<file path="config.mk">
export PLATFORM = sky130hd
export DESIGN_NAME = mem_access_flat
export DESIGN_NICKNAME = d
export VERILOG_FILES = /design/src/rtl/mem_access_if.sv /design/src/rtl/mem_access.sv /design/src/flat_wrapper.sv
export SDC_FILE = /design/constraint.sdc
export NUM_CORES = 1
export LEC_CHECK = 0
export BUFFER_PORTS_ARGS = -buffer_cell sky130_fd_sc_hd__buf_2
export CAP_MARGIN = 20
export CORE_ASPECT_RATIO = 1.25
export CORE_MARGIN = 10
export CORE_UTILIZATION = 30
export CTS_CLUSTER_DIAMETER = 60
export DETAILED_ROUTE_END_ITERATION = 8
export PLACE_DENSITY_LB_ADDON = 0.05
export SLEW_MARGIN = 30
export SYNTH_ARGS = -nofsm -noshare
export SYNTH_HDL_FRONTEND = slang
export SYNTH_SLANG_ARGS = --single-unit
</file>
<file path="constraint.sdc">
create_clock -name clk -period 2.1 [get_ports clk]
set_input_delay 0.21 -clock clk [delete_from_list [all_inputs] [get_ports clk]]
set_output_delay 0.21 -clock clk [all_outputs]
set_load 0.01 [all_outputs]
</file>
<file path="src/rtl/mem_access_if.sv">
// mem_access_if: data-memory bus between the memory stage and data memory.
//   master (memory stage): drives req/we/addr/be/wdata, receives gnt/rvalid/rdata.
//   slave  (data memory) : the reverse.
// Handshake: req held until gnt; response (rvalid/rdata) arrives at least one
// cycle after its grant.
interface mem_access_if;
  logic        dmem_req_o;
  logic        dmem_we_o;
  logic [31:0] dmem_addr_o;
  logic [3:0]  dmem_be_o;
  logic [31:0] dmem_wdata_o;
  logic        dmem_gnt_i;
  logic        dmem_rvalid_i;
  logic [31:0] dmem_rdata_i;

  modport master (
    output dmem_req_o, dmem_we_o, dmem_addr_o, dmem_be_o, dmem_wdata_o,
    input  dmem_gnt_i, dmem_rvalid_i, dmem_rdata_i
  );

  modport slave (
    input  dmem_req_o, dmem_we_o, dmem_addr_o, dmem_be_o, dmem_wdata_o,
    output dmem_gnt_i, dmem_rvalid_i, dmem_rdata_i
  );
endinterface

</file>
<file path="src/rtl/mem_access.sv">
// mem_access: RV32I memory stage.
// Takes EX/MEM registers, runs loads/stores over a req/gnt/rvalid bus,
// formats byte-lane load/store data and produces the MEM/WB registers.
// Ports:
//   clk, reset            : clock, synchronous active-high reset
//   PIP_*_i               : EX/MEM pipeline registers
//   dmem (master modport) : data-memory bus
//   EX_MEM_operand_o      : forwarding source for execute
//   stall_o               : freeze IF..EX/MEM while an access is in flight
//   PIP_*_o               : MEM/WB pipeline registers
// Option: define MEM_MISALIGN_TRAP_EN to trap misaligned half/word accesses
// instead of silently aligning them.
module mem_access (
  input  logic         clk,
  input  logic         reset,
  input  logic [4:0]   PIP_memOper_i,
  input  logic [31:0]  PIP_alu_result_i,
  input  logic [31:0]  PIP_second_operand_i,
  input  logic         PIP_use_mem_i,
  input  logic         PIP_write_reg_i,
  input  logic [4:0]   PIP_rd_i,
  input  logic         PIP_TRAP_i,
  output logic [31:0]  EX_MEM_operand_o,
  mem_access_if.master dmem,
  output logic         stall_o,
  output logic [31:0]  PIP_alu_result_o,
  output logic [31:0]  PIP_mem_data_o,
  output logic         PIP_use_mem_o,
  output logic         PIP_write_reg_o,
  output logic [4:0]   PIP_rd_o,
  output logic         PIP_TRAP_o
);

  typedef enum logic [1:0] {S_IDLE, S_REQ, S_RSP} state_e;
  state_e state_q;

  logic [1:0]  size, lane;
  logic        is_byte, is_half, misaligned, trap_all, acc, is_store;
  logic [31:0] rs2, sh, ld_data;

  assign size     = PIP_memOper_i[1:0];
  assign is_store = PIP_memOper_i[3];
  assign is_byte  = (size == 2'b00);
  assign is_half  = (size == 2'b01);
  assign rs2      = PIP_second_operand_i;

  // Lane select ignores address bits below the access size.
  assign lane = is_byte ? PIP_alu_result_i[1:0] :
                is_half ? {PIP_alu_result_i[1], 1'b0} : 2'b00;

`ifdef MEM_MISALIGN_TRAP_EN
  assign misaligned = PIP_memOper_i[4] &&
                      ((is_half && PIP_alu_result_i[0]) ||
                       (!is_byte && !is_half && (PIP_alu_result_i[1:0] != 2'b00)));
`else
  assign misaligned = 1'b0;
`endif

  assign trap_all = PIP_TRAP_i | misaligned;
  assign acc      = PIP_memOper_i[4] & ~PIP_TRAP_i & ~misaligned;

  assign EX_MEM_operand_o = PIP_alu_result_i;

  // Bus outputs; gated by reset so nothing is driven in the reset cycle.
  assign dmem.dmem_req_o   = ~reset & ((state_q == S_IDLE & acc) | (state_q == S_REQ));
  assign dmem.dmem_we_o    = ~reset & acc & is_store;
  assign dmem.dmem_addr_o  = {PIP_alu_result_i[31:2], 2'b00};
  assign dmem.dmem_be_o    = is_byte ? (4'b0001 << lane) :
                             is_half ? (4'b0011 << lane) : 4'b1111;
  assign dmem.dmem_wdata_o = is_byte ? {4{rs2[7:0]}} :
                             is_half ? {2{rs2[15:0]}} : rs2;

  // Completion is the RSP cycle that sees rvalid; stall releases combinationally.
  assign stall_o = ~reset & acc & ~(state_q == S_RSP & dmem.dmem_rvalid_i);

  // Load formatting: shift selected lane down, then sign/zero extend.
  assign sh = dmem.dmem_rdata_i >> {lane, 3'b000};
  always_comb begin
    ld_data = sh;
    if (is_byte)      ld_data = {{24{~PIP_memOper_i[2] & sh[7]}},  sh[7:0]};
    else if (is_half) ld_data = {{16{~PIP_memOper_i[2] & sh[15]}}, sh[15:0]};
  end

  // FSM; an rvalid seen outside RSP (stray or same-cycle as gnt) is ignored.
  always_ff @(posedge clk) begin
    if (reset) state_q <= S_IDLE;
    else begin
      case (state_q)
        S_IDLE:  if (acc) state_q <= dmem.dmem_gnt_i ? S_RSP : S_REQ;
        S_REQ:   if (dmem.dmem_gnt_i) state_q <= S_RSP;
        S_RSP:   if (dmem.dmem_rvalid_i) state_q <= S_IDLE;
        default: state_q <= S_IDLE;
      endcase
    end
  end

  // MEM/WB next state: bubble (all zero) while stalled.
  logic [31:0] alu_d, mem_d, alu_q, mem_q;
  logic        use_d, wr_d, trap_d, use_q, wr_q, trap_q;
  logic [4:0]  rd_d, rd_q;

  always_comb begin
    alu_d  = '0;
    mem_d  = '0;
    use_d  = 1'b0;
    wr_d   = 1'b0;
    rd_d   = '0;
    trap_d = 1'b0;
    if (!stall_o) begin
      alu_d  = PIP_alu_result_i;
      use_d  = PIP_use_mem_i;
      wr_d   = PIP_write_reg_i & ~trap_all;
      rd_d   = PIP_rd_i;
      trap_d = trap_all;
      if (acc && !is_store) mem_d = ld_data;
    end
  end

  always_ff @(posedge clk) begin
    if (reset) begin
      alu_q  <= '0;
      mem_q  <= '0;
      use_q  <= 1'b0;
      wr_q   <= 1'b0;
      rd_q   <= '0;
      trap_q <= 1'b0;
    end else begin
      alu_q  <= alu_d;
      mem_q  <= mem_d;
      use_q  <= use_d;
      wr_q   <= wr_d;
      rd_q   <= rd_d;
      trap_q <= trap_d;
    end
  end

  assign PIP_alu_result_o = alu_q;
  assign PIP_mem_data_o   = mem_q;
  assign PIP_use_mem_o    = use_q;
  assign PIP_write_reg_o  = wr_q;
  assign PIP_rd_o         = rd_q;
  assign PIP_TRAP_o       = trap_q;

endmodule

</file>
<file path="src/flat_wrapper.sv">
// flat-port wrapper written by rule: the top's interface ports become plain ports
module mem_access_flat 
  (clk, reset, PIP_memOper_i, PIP_alu_result_i, PIP_second_operand_i, PIP_use_mem_i, PIP_write_reg_i, PIP_rd_i, PIP_TRAP_i, EX_MEM_operand_o, stall_o, PIP_alu_result_o, PIP_mem_data_o, PIP_use_mem_o, PIP_write_reg_o, PIP_rd_o, PIP_TRAP_o, dmem_dmem_req_o, dmem_dmem_we_o, dmem_dmem_addr_o, dmem_dmem_be_o, dmem_dmem_wdata_o, dmem_dmem_gnt_i, dmem_dmem_rvalid_i, dmem_dmem_rdata_i);
  mem_access_if dmem_i ();
  input  logic clk;
  input  logic reset;
  input  logic [4:0] PIP_memOper_i;
  input  logic [31:0] PIP_alu_result_i;
  input  logic [31:0] PIP_second_operand_i;
  input  logic PIP_use_mem_i;
  input  logic PIP_write_reg_i;
  input  logic [4:0] PIP_rd_i;
  input  logic PIP_TRAP_i;
  output logic [31:0] EX_MEM_operand_o;
  output logic stall_o;
  output logic [31:0] PIP_alu_result_o;
  output logic [31:0] PIP_mem_data_o;
  output logic PIP_use_mem_o;
  output logic PIP_write_reg_o;
  output logic [4:0] PIP_rd_o;
  output logic PIP_TRAP_o;
  output wire logic [$bits(dmem_i.dmem_req_o)-1:0] dmem_dmem_req_o;
  output wire logic [$bits(dmem_i.dmem_we_o)-1:0] dmem_dmem_we_o;
  output wire logic [$bits(dmem_i.dmem_addr_o)-1:0] dmem_dmem_addr_o;
  output wire logic [$bits(dmem_i.dmem_be_o)-1:0] dmem_dmem_be_o;
  output wire logic [$bits(dmem_i.dmem_wdata_o)-1:0] dmem_dmem_wdata_o;
  input wire logic [$bits(dmem_i.dmem_gnt_i)-1:0] dmem_dmem_gnt_i;
  input wire logic [$bits(dmem_i.dmem_rvalid_i)-1:0] dmem_dmem_rvalid_i;
  input wire logic [$bits(dmem_i.dmem_rdata_i)-1:0] dmem_dmem_rdata_i;
  assign dmem_dmem_req_o = dmem_i.dmem_req_o;
  assign dmem_dmem_we_o = dmem_i.dmem_we_o;
  assign dmem_dmem_addr_o = dmem_i.dmem_addr_o;
  assign dmem_dmem_be_o = dmem_i.dmem_be_o;
  assign dmem_dmem_wdata_o = dmem_i.dmem_wdata_o;
  assign dmem_i.dmem_gnt_i = dmem_dmem_gnt_i;
  assign dmem_i.dmem_rvalid_i = dmem_dmem_rvalid_i;
  assign dmem_i.dmem_rdata_i = dmem_dmem_rdata_i;
  mem_access u_core (.clk(clk), .reset(reset), .PIP_memOper_i(PIP_memOper_i), .PIP_alu_result_i(PIP_alu_result_i), .PIP_second_operand_i(PIP_second_operand_i), .PIP_use_mem_i(PIP_use_mem_i), .PIP_write_reg_i(PIP_write_reg_i), .PIP_rd_i(PIP_rd_i), .PIP_TRAP_i(PIP_TRAP_i), .EX_MEM_operand_o(EX_MEM_operand_o), .dmem(dmem_i), .stall_o(stall_o), .PIP_alu_result_o(PIP_alu_result_o), .PIP_mem_data_o(PIP_mem_data_o), .PIP_use_mem_o(PIP_use_mem_o), .PIP_write_reg_o(PIP_write_reg_o), .PIP_rd_o(PIP_rd_o), .PIP_TRAP_o(PIP_TRAP_o));
endmodule
</file>
==> impl_metrics.tcl, run 1 <==
set metrics [dict create \
    grt_pass1_wl_um 18000 \
    final_common_cell "buf_2" \
    grt_pass1_vias 3319 \
    fillers 1165 \
    rsz0062_at_grt "no" \
    skew_ns 0.00658 \
    globalRouteMet3Util 0.0765 \
    cts_num_sinks 74 \
    dieArea_um2 16400 \
    crit_arrival_ns 1.98 \
    ios 288 \
    crit_path_top_delay_cell "or2_0" \
    first_iter_violations 104 \
    startpoint_type "flop" \
    power_leakage_nw 2.59 \
    route.detailed.drc 0 \
    max-slew-margin-rel 0.484 \
    antenna_cells 0 \
    cp-endpoint "u_core.PIP_mem_data_o[15]$_SDFF_PP0_" \
    drive_gt1_frac 0.613 \
    status "finished, final reports clean" \
    grt_max_degree 30 \
    multiInputGateArea_um2 1370 \
    r2r_end "u_core.PIP_mem_data_o[15]$_SDFF_PP0_" \
    die_w_um 116 \
    gp_congestion 0.795 \
    area_growth_pct 38.5 \
    min-delay-start "dmem_dmem_gnt_i" \
    crit_path_max_incr_delay_ns 0.49 \
    antenna_found_initial 1 \
    overflow 0 \
    cts_resized 0 \
    root_buffer "clkbuf_16" \
    antenna_left 0 \
    p_per_area_nw_per_um2 739 \
    irDropWorstVdd_mv 0.316 \
    dieHeight_um 141 \
    avgRoutedWirePerCell_um 17.2 \
    regArea_um2 1480 \
    min_delay_path_depth 2 \
    first_pass_iters 5 \
    htreeDepth 3 \
    wirelength_um 12100 \
    ys_seq_area_frac 0.425 \
    grt_use_total 0.141 \
    slew_viol_final 0 \
    worst_pin_slew_ns 0.774 \
    rows 43 \
    cts_buffer_depth 2 \
    crit_chain "nand3b_1 > or3_1 > or2_0 > o21ai_2" \
    synth_seq_cells 74 \
    ys_types 36 \
    clkTransAtPathRegs_ns 0.05 \
    pre_cts_slack_ns 0.281 \
    fin_ws_ns 0.375 \
    hold_class "in -> reg" \
    r2r_start "u_core.state_q[1]$_SDFFE_PP0P_" \
    rr_worst_depth 4 \
    crit_path_end_kind "flop" \
    cap_violations 0 \
    grtUsageMet1 0.138 \
    yosys_warnings 0 \
    core_area_um2 11200 \
    cts_tree "built" \
    post-route-util 0.429 \
    finalSetupViolCount 0 \
    max_freq_mhz 580 \
    clk_latency_ns 0.33 \
    cts_setup_buffers 0 \
    final_nets 676 \
    crit_path_start "u_core.state_q[1]$_SDFFE_PP0P_" \
    final_cell_mix "buf_2, dfxtp_1, and2_1, nand2_1" \
    top_usage_layer "met2" \
    holdBufCountCts 0 \
    finalHoldViolations 0 \
    fin_crit_sh 0.821 \
    setup_tns_ns 0 \
    numPortBuffers 285 \
    cts_buffers 9 \
    syn_avg_cell_area_um2 10.0 \
    fin_crit_ns 1.73 \
    dp_hpwl_um 10300 \
    required_ns 2.35 \
    path_max_fanout 8 \
    rrSetupSlack_ns 0.37 \
    initial_core_util 0.310 \
    syn-cell-area_um2 3490 \
    synthCells 348 \
    vias_per_cell 4.36 \
    worst-setup-path-type "reg -> reg" \
    groute.layer.met2.usage 0.252 \
    route.vias.total 3067 \
]
cells by family after synthesis:
family                 count (synthesis)  share of synthesized area
and+or+nand+nor                       96                      0.161
buffers and inverters                 94                      0.184
DFF                                   74                      0.425
AOI/OAI and AO/OA                     42                     0.0800
muxes                                 41                      0.149
other                                  1                    0.00108
per-stage QoR:
stage | power, mW | cell area (um^2) | std cells | hold WS [ns]
after floorplan | 1.87 | 3490 | 349 | 0.282
after global placement | 2.11 | 4530 | 687 | 0.396
after detailed placement | 2.11 | 4530 | 687 | 0.393
after CTS | 3.63 | 4830 | 703 | 0.0503
after global routing | 3.76 | 4830 | 703 | 0.0512
final | 3.56 | 4830 | 703 | 0.0616
how the worst min path moves through the flow:
stage	to	slack (ns)
final	u_core.state_q[0]$_SDFFE_PP0P_	0.06
after global placement	u_core.state_q[0]$_SDFFE_PP0P_	0.40
after floorplan	u_core.PIP_TRAP_o$_SDFF_PP0_	0.28
after detailed placement	u_core.state_q[0]$_SDFFE_PP0P_	0.39
after global routing	u_core.state_q[0]$_SDFFE_PP0P_	0.05
after CTS	u_core.state_q[0]$_SDFFE_PP0P_	0.05
worst max-delay path, delay by kind of cell, from the launching register on:
| family | cells | cell delay [ns] |
|---|---|---|
| AOI/OAI and AO/OA | 1 | 0.24 |
| and+or+nand+nor | 3 | 1.03 |
| DFF | 1 | 0.39 |
metal layers:
layer	vias up	share of wire
met5	-	0.00058
met4	2	0.0089
met3	11	0.15
met2	177	0.50
met1	1363	0.34
li1	1514	-
cell usage after synthesis:
master	instances	area, um^2
buf_6	1	11.3
nor4_1	1	6.26
dfxtp_1	74	1480
mux4_2	7	158
o21ai_0	13	65.1
or2_0	1	6.26
nand3b_1	1	7.51
nor3_1	2	10.0
inv_1	1	3.75
o221ai_2	1	15.0
clkbuf_1	11	41.3
nor4bb_1	1	10.0
buf_4	73	548
nand2_1	22	82.6
mux2i_1	17	170
a21boi_0	4	30.0
or3_1	1	6.26
conb_1	1	3.75
nor2b_1	10	62.6
nor2b_4	1	13.8
buf_1	2	7.51
and2_1	39	244
o31a_1	1	8.76
a21oi_1	3	15.0
and2b_1	1	7.51
a31oi_1	12	75.1
o21ai_2	8	70.1
nand2b_1	4	25.0
mux2_2	17	191
nand3_1	1	5.00
nand3b_4	1	20.0
nor2_1	7	26.3
buf_2	6	30.0
and3b_1	1	8.76
nor3b_1	1	7.51
nor2_4	1	11.3
power by group:
group | internal (mW) | switching, mW | total [mW]
Clock | 0.921 | 0.578 | 1.50
Combinational | 0.294 | 0.315 | 0.609
Sequential | 1.45 | 0.00956 | 1.46
registers in the layout, summed over array words and instances, names as in the netlist:
signal,cells
u_core.PIP_alu_result_o,32
u_core.PIP_mem_data_o,32
u_core.PIP_rd_o,5
u_core.state_q,2
u_core.PIP_TRAP_o,1
u_core.PIP_use_mem_o,1
u_core.PIP_write_reg_o,1
area by class of cell:
class	instances	area share
Clock buffer	10	0.0474
Clock inverter	6	0.0135
Inverter	1	0.000778
Multi-Input combinational cell	181	0.284
Sequential cell	74	0.307
Tap cell	135	0.0350
Timing Repair Buffer	296	0.313
No activity file was read; power rests on OpenSTA's default activity.
==> run 2, diff against run 1 <==
==> constraint.sdc (replaced) <==
create_clock -name clk -period 1.62 [get_ports clk]
set_input_delay 0.162 -clock clk [delete_from_list [all_inputs] [get_ports clk]]
set_output_delay 0.162 -clock clk [all_outputs]
set_load 0.01 [all_outputs]
==> run 2 against run 1 <==
Critical path depth up 1; non-clock buffer count up 6; total power up 32%; core utilization up 0.76 points; hold slack worse by 0.044 ns; worst setup slack worse by 0.25 ns; via count about the same; clock power up 33%; die area unchanged; register-to-register slack worse by 0.25 ns; cell count up 0.85%; combinational power up 32%; critical path type unchanged.
==> impl_metrics.tcl, run 2 (synthesized netlist as in run 1, its figures left out) <==
set metrics [dict create \
    cts_buffer_depth 2 \
    cp-endpoint "u_core.PIP_mem_data_o[11]$_SDFF_PP0_" \
    p_sw_frac 0.252 \
    cts_num_sinks 74 \
    pwr-share-seq 0.403 \
    p_per_area_nw_per_um2 954 \
    required_ns 1.88 \
    fin_crit_sh 0.925 \
    crit_path_start "u_core.state_q[1]$_SDFFE_PP0P_" \
    stdcell_count 709 \
    area_growth_pct 40.9 \
    overflow 0 \
    rr_worst_depth 5 \
    max_freq_mhz 667 \
    status "finished, final reports clean" \
    numPortBuffers 285 \
    dieHeight_um 141 \
    fin_crit_ns 1.50 \
    cts_tree "built" \
    p_comb_frac 0.172 \
    core_area_um2 11200 \
    root_buffer "clkbuf_16" \
    startpoint_type "flop" \
    power_leakage_nw 2.64 \
    power_mw 4.69 \
    skew_ns 0.00741 \
    antenna_found_initial 0 \
    grt_use_total 0.142 \
    crit_arrival_ns 1.76 \
    final_nets 682 \
    path_max_fanout 8 \
    clkPwrFrac 0.425 \
    cap_violations 0 \
    cts_buffers 9 \
    avgRoutedWirePerCell_um 17.3 \
    die_w_um 116 \
    rrSetupSlack_ns 0.12 \
    final_cell_mix "buf_2, dfxtp_1, and2_1, nand2_1" \
    dp.cells 693 \
    ios 288 \
    power.internal_mw 3.51 \
    drive_gt1_frac 0.620 \
    irDropWorstVdd_mv 0.601 \
    dp_hpwl_um 10300 \
    crit_path_end_kind "flop" \
    finalSetupViolCount 0 \
    first_iter_violations 70 \
    dieArea_um2 16400 \
    route.detailed.drc 0 \
    initial_core_util 0.310 \
    r2r_end "u_core.PIP_mem_data_o[11]$_SDFF_PP0_" \
    grt_max_degree 38 \
    vias_per_cell 4.32 \
    rsz0062_at_grt "no" \
    final_common_cell "buf_2" \
    setup_tns_ns 0 \
    wirelength_um 12300 \
    first_pass_iters 4 \
    hold_class "in -> reg" \
    r2r_start "u_core.state_q[1]$_SDFFE_PP0P_" \
    slew_viol_final 0 \
    holdBufCountCts 0 \
    grt_pass1_wl_um 18100 \
    rows 43 \
    grt_pass1_vias 3266 \
    clk_latency_ns 0.33 \
    clkTransAtPathRegs_ns 0.06 \
    worst-setup-path-type "reg -> reg" \
    gp_congestion 0.804 \
    route.vias.total 3064 \
    antenna_left 0 \
    antenna_cells 0 \
    htreeDepth 3 \
    finalHoldViolations 0 \
    net-switching-power_mw 1.18 \
]
## run 2: changes by cell type in the layout (fill, tap and decap cells not counted), sizes merged
cell,before,now
buf,296,302
## run 2: cell type report
type	instances	area, um^2
Fill cell	1151	6330
Timing Repair Buffer	302	1580
Clock buffer	10	239
Clock inverter	6	65.1
Sequential cell	74	1480
Tap cell	135	169
Inverter	1	3.75
Multi-Input combinational cell	181	1380
## run 2: metal layers
metal / vias up / routed length [um] / track usage
met5: - / 0 / 0
met4: 0 / 100 / 0.0323
met3: 7 / 1720 / 0.0756
met2: 171 / 6060 / 0.250
met1: 1350 / 4420 / 0.143
li1: 1536 / - / -
## run 2: timing repair
action,in CTS,in global routing
setup endpoints to repair,0,8
setup buffers,0,0
gates resized for setup,0,1
endpoints found under the hold margin,0,0
## run 2: critical path, stage by stage, from the launching register on
cell      delay (ns)
dfxtp_1         0.39
nand3b_1        0.12
or3_4           0.37
or2_0           0.22
buf_4           0.19
o21ai_2         0.14
## run 2: power by group through the flow
stage | clock (mW) | sequential [mW] | combinational (mW)
after floorplan | 0 | 1.96 | 0.457
after global placement | 0 | 1.93 | 0.822
after detailed placement | 0 | 1.93 | 0.819
after CTS | 2.07 | 1.89 | 0.823
after global routing | 2.14 | 1.89 | 0.889
final | 1.99 | 1.89 | 0.805
## run 2: worst min path at each step
stage | from | to | slack, ns | depth (start not counted)
after floorplan | reset | u_core.PIP_TRAP_o$_SDFF_PP0_ | 0.23 | 1
after global placement | dmem_dmem_gnt_i | u_core.state_q[0]$_SDFFE_PP0P_ | 0.35 | 2
after detailed placement | dmem_dmem_gnt_i | u_core.state_q[0]$_SDFFE_PP0P_ | 0.35 | 2
after CTS | dmem_dmem_gnt_i | u_core.state_q[0]$_SDFFE_PP0P_ | 0.001 | 2
after global routing | dmem_dmem_gnt_i | u_core.state_q[0]$_SDFFE_PP0P_ | 0.01 | 2
final | dmem_dmem_gnt_i | u_core.state_q[0]$_SDFFE_PP0P_ | 0.02 | 2
## run 2: through the flow
step	setup slack, ns	utilization	area [um^2]	hold slack [ns]
floorplan	0.0932	-	3490	0.234
global placement	0.0697	0.409	4600	0.346
detailed placement	0.0269	0.409	4600	0.349
CTS	0.0561	0.436	4910	0.00143
global route	0.0137	0.437	4910	0.0134
finish	0.121	0.437	4910	0.0173
==> run 3, diff against run 2 <==
--- a/config.mk
+++ b/config.mk
@@ -12,6 +12,7 @@
 export CORE_UTILIZATION = 30
 export CTS_CLUSTER_DIAMETER = 60
 export DETAILED_ROUTE_END_ITERATION = 8
+export MAX_ROUTING_LAYER = met4
 export PLACE_DENSITY_LB_ADDON = 0.05
 export SLEW_MARGIN = 30
 export SYNTH_ARGS = -nofsm -noshare
==> run 3 against run 2 <==
Global-route usage rose by 0.35 points; via count increased by 0.62%; worst setup slack better by 0.0048 ns; cell area unchanged; clock skew decreased by 0.0015 ns; total power about the same; clock power about the same; critical path depth stayed put; critical endpoint unchanged; largest power group unchanged; highest routed layer unchanged.
==> impl_metrics.tcl, run 3 (synthesized netlist as in run 1, its figures left out) <==
set metrics [dict create \
    min-delay-start "dmem_dmem_gnt_i" \
    skew_ns 0.00592 \
    max_freq_mhz 669 \
    route.detailed.drc 0 \
    first_pass_iters 4 \
    first_iter_violations 68 \
    crit_path_max_incr_delay_ns 0.39 \
    power.internal_mw 3.51 \
    rows 43 \
    required_ns 1.88 \
    area_growth_pct 40.9 \
    p_per_area_nw_per_um2 955 \
    dieArea_um2 16400 \
    finalSetupViolCount 0 \
    rsz0062_at_grt "no" \
    setup_tns_ns 0 \
    final_nets 682 \
    vias_per_cell 4.35 \
    crit_path_top_delay_cell "dfxtp_1" \
    drive_gt1_frac 0.620 \
    numPortBuffers 285 \
    crit_path_end_kind "flop" \
    pwr-share-seq 0.403 \
    dieHeight_um 141 \
    irDropWorstVdd_mv 0.605 \
    wirelength_um 12300 \
    path_max_fanout 8 \
    rrSetupSlack_ns 0.13 \
    r2r_end "u_core.PIP_mem_data_o[11]$_SDFF_PP0_" \
    grt_use_total 0.146 \
    startpoint_type "flop" \
    cts_buffers 9 \
    ios 288 \
    clkPwrFrac 0.425 \
    avgRoutedWirePerCell_um 17.4 \
    hold_class "in -> reg" \
    final_cell_mix "buf_2, dfxtp_1, and2_1, nand2_1" \
    antenna_found_initial 0 \
    die_w_um 116 \
    root_buffer "clkbuf_16" \
    gp_congestion 0.816 \
    grt_pass1_wl_um 18000 \
    dp_hpwl_um 10300 \
    p_sw_frac 0.253 \
    clkTransAtPathRegs_ns 0.06 \
    fin_crit_ns 1.49 \
    cts_num_sinks 74 \
    cap_violations 0 \
    finalHoldViolations 0 \
    htreeDepth 3 \
    route.vias.total 3083 \
    p_comb_frac 0.172 \
    r2r_start "u_core.state_q[1]$_SDFFE_PP0P_" \
    grt_max_degree 38 \
    initial_core_util 0.310 \
    core_area_um2 11200 \
    grt_pass1_vias 3286 \
    post-route-util 0.437 \
    cts_buffer_depth 2 \
    overflow 0 \
    holdPathEnd "u_core.state_q[0]$_SDFFE_PP0P_" \
    power_mw 4.69 \
    antenna_left 0 \
    antenna_cells 0 \
    crit_arrival_ns 1.76 \
    cts_tree "built" \
    min_delay_path_depth 2 \
    net-switching-power_mw 1.18 \
    final_common_cell "buf_2" \
    crit_chain "nand3b_1 > or3_4 > or2_0 > buf_4 > o21ai_2" \
    worst-setup-path-type "reg -> reg" \
    clk_latency_ns 0.33 \
    status "finished, final reports clean" \
    power_leakage_nw 2.64 \
    slew_viol_final 0 \
    fin_crit_sh 0.922 \
    rr_worst_depth 5 \
]
==> run 3: layer usage <==
layer / up-vias / wire (um) / GRT usage / share of wire
li1: 1532 / - / - / -
met1: 1365 / 4790 / 0.155 / 0.39
met2: 176 / 6100 / 0.251 / 0.50
met3: 10 / 1320 / 0.0504 / 0.11
met4: 0 / 105 / 0.0363 / 0.0085
met5: - / 0 / - / 0
==> run 3: worst max-delay path, delay by kind of cell (launching register included) <==
family                 cells  cell delay, ns
flip-flops                 1            0.39
AND/OR/NAND/NOR            3            0.71
buffers and inverters      1            0.19
AO/OA/AOI/OAI              1            0.14
==> run 3: timing repair <==
action | CTS | global route
buffers inserted | 0 | 0
setup endpoints to repair | 0 | 8
gates resized for setup | 0 | 1
hold buffers | 0 | 0
==> run 3: how the worst max path moves through the flow <==
stage | start | to | slack (ns) | depth (start not counted)
floorplan | PIP_memOper_i[0] | u_core.PIP_mem_data_o[6]$_SDFF_PP0_ | 0.09 | 6
global route | u_core.state_q[1]$_SDFFE_PP0P_ | u_core.PIP_mem_data_o[8]$_SDFF_PP0_ | 0.01 | 5
CTS | u_core.state_q[1]$_SDFFE_PP0P_ | u_core.PIP_mem_data_o[11]$_SDFF_PP0_ | 0.06 | 5
finish | u_core.state_q[1]$_SDFFE_PP0P_ | u_core.PIP_mem_data_o[11]$_SDFF_PP0_ | 0.13 | 5
detailed placement | PIP_memOper_i[0] | u_core.PIP_mem_data_o[23]$_SDFF_PP0_ | 0.03 | 6
global placement | PIP_TRAP_i | u_core.PIP_mem_data_o[12]$_SDFF_PP0_ | 0.07 | 7
==> run 3: stage by stage <==
step / area [um^2] / setup WS, ns / hold slack (ns) / std cells
finish: 4910 / 0.126 / 0.0112 / 709
detailed placement: 4600 / 0.0269 / 0.349 / 693
global route: 4910 / 0.0136 / 0.0161 / 709
global placement: 4600 / 0.0697 / 0.346 / 693
floorplan: 3490 / 0.0932 / 0.234 / 349
CTS: 4910 / 0.0561 / 0.00143 / 709
==> run 3: area by class of cell <==
cell class,instances,area (um^2)
fill,1151,6330
timing repair buffer,302,1580
sequential,74,1480
multi-input combinational,181,1380
clock buffer,10,239
tap,135,169
clock inverter,6,65.1
inverter,1,3.75
==> run 3: power by group through the flow <==
| stage | registers [mW] | logic (mW) | clock network (mW) |
|---|---|---|---|
| floorplan | 1.96 | 0.457 | 0 |
| detailed placement | 1.93 | 0.819 | 0 |
| finish | 1.89 | 0.806 | 1.99 |
| CTS | 1.89 | 0.823 | 2.07 |
| global route | 1.89 | 0.888 | 2.13 |
| global placement | 1.93 | 0.822 | 0 |
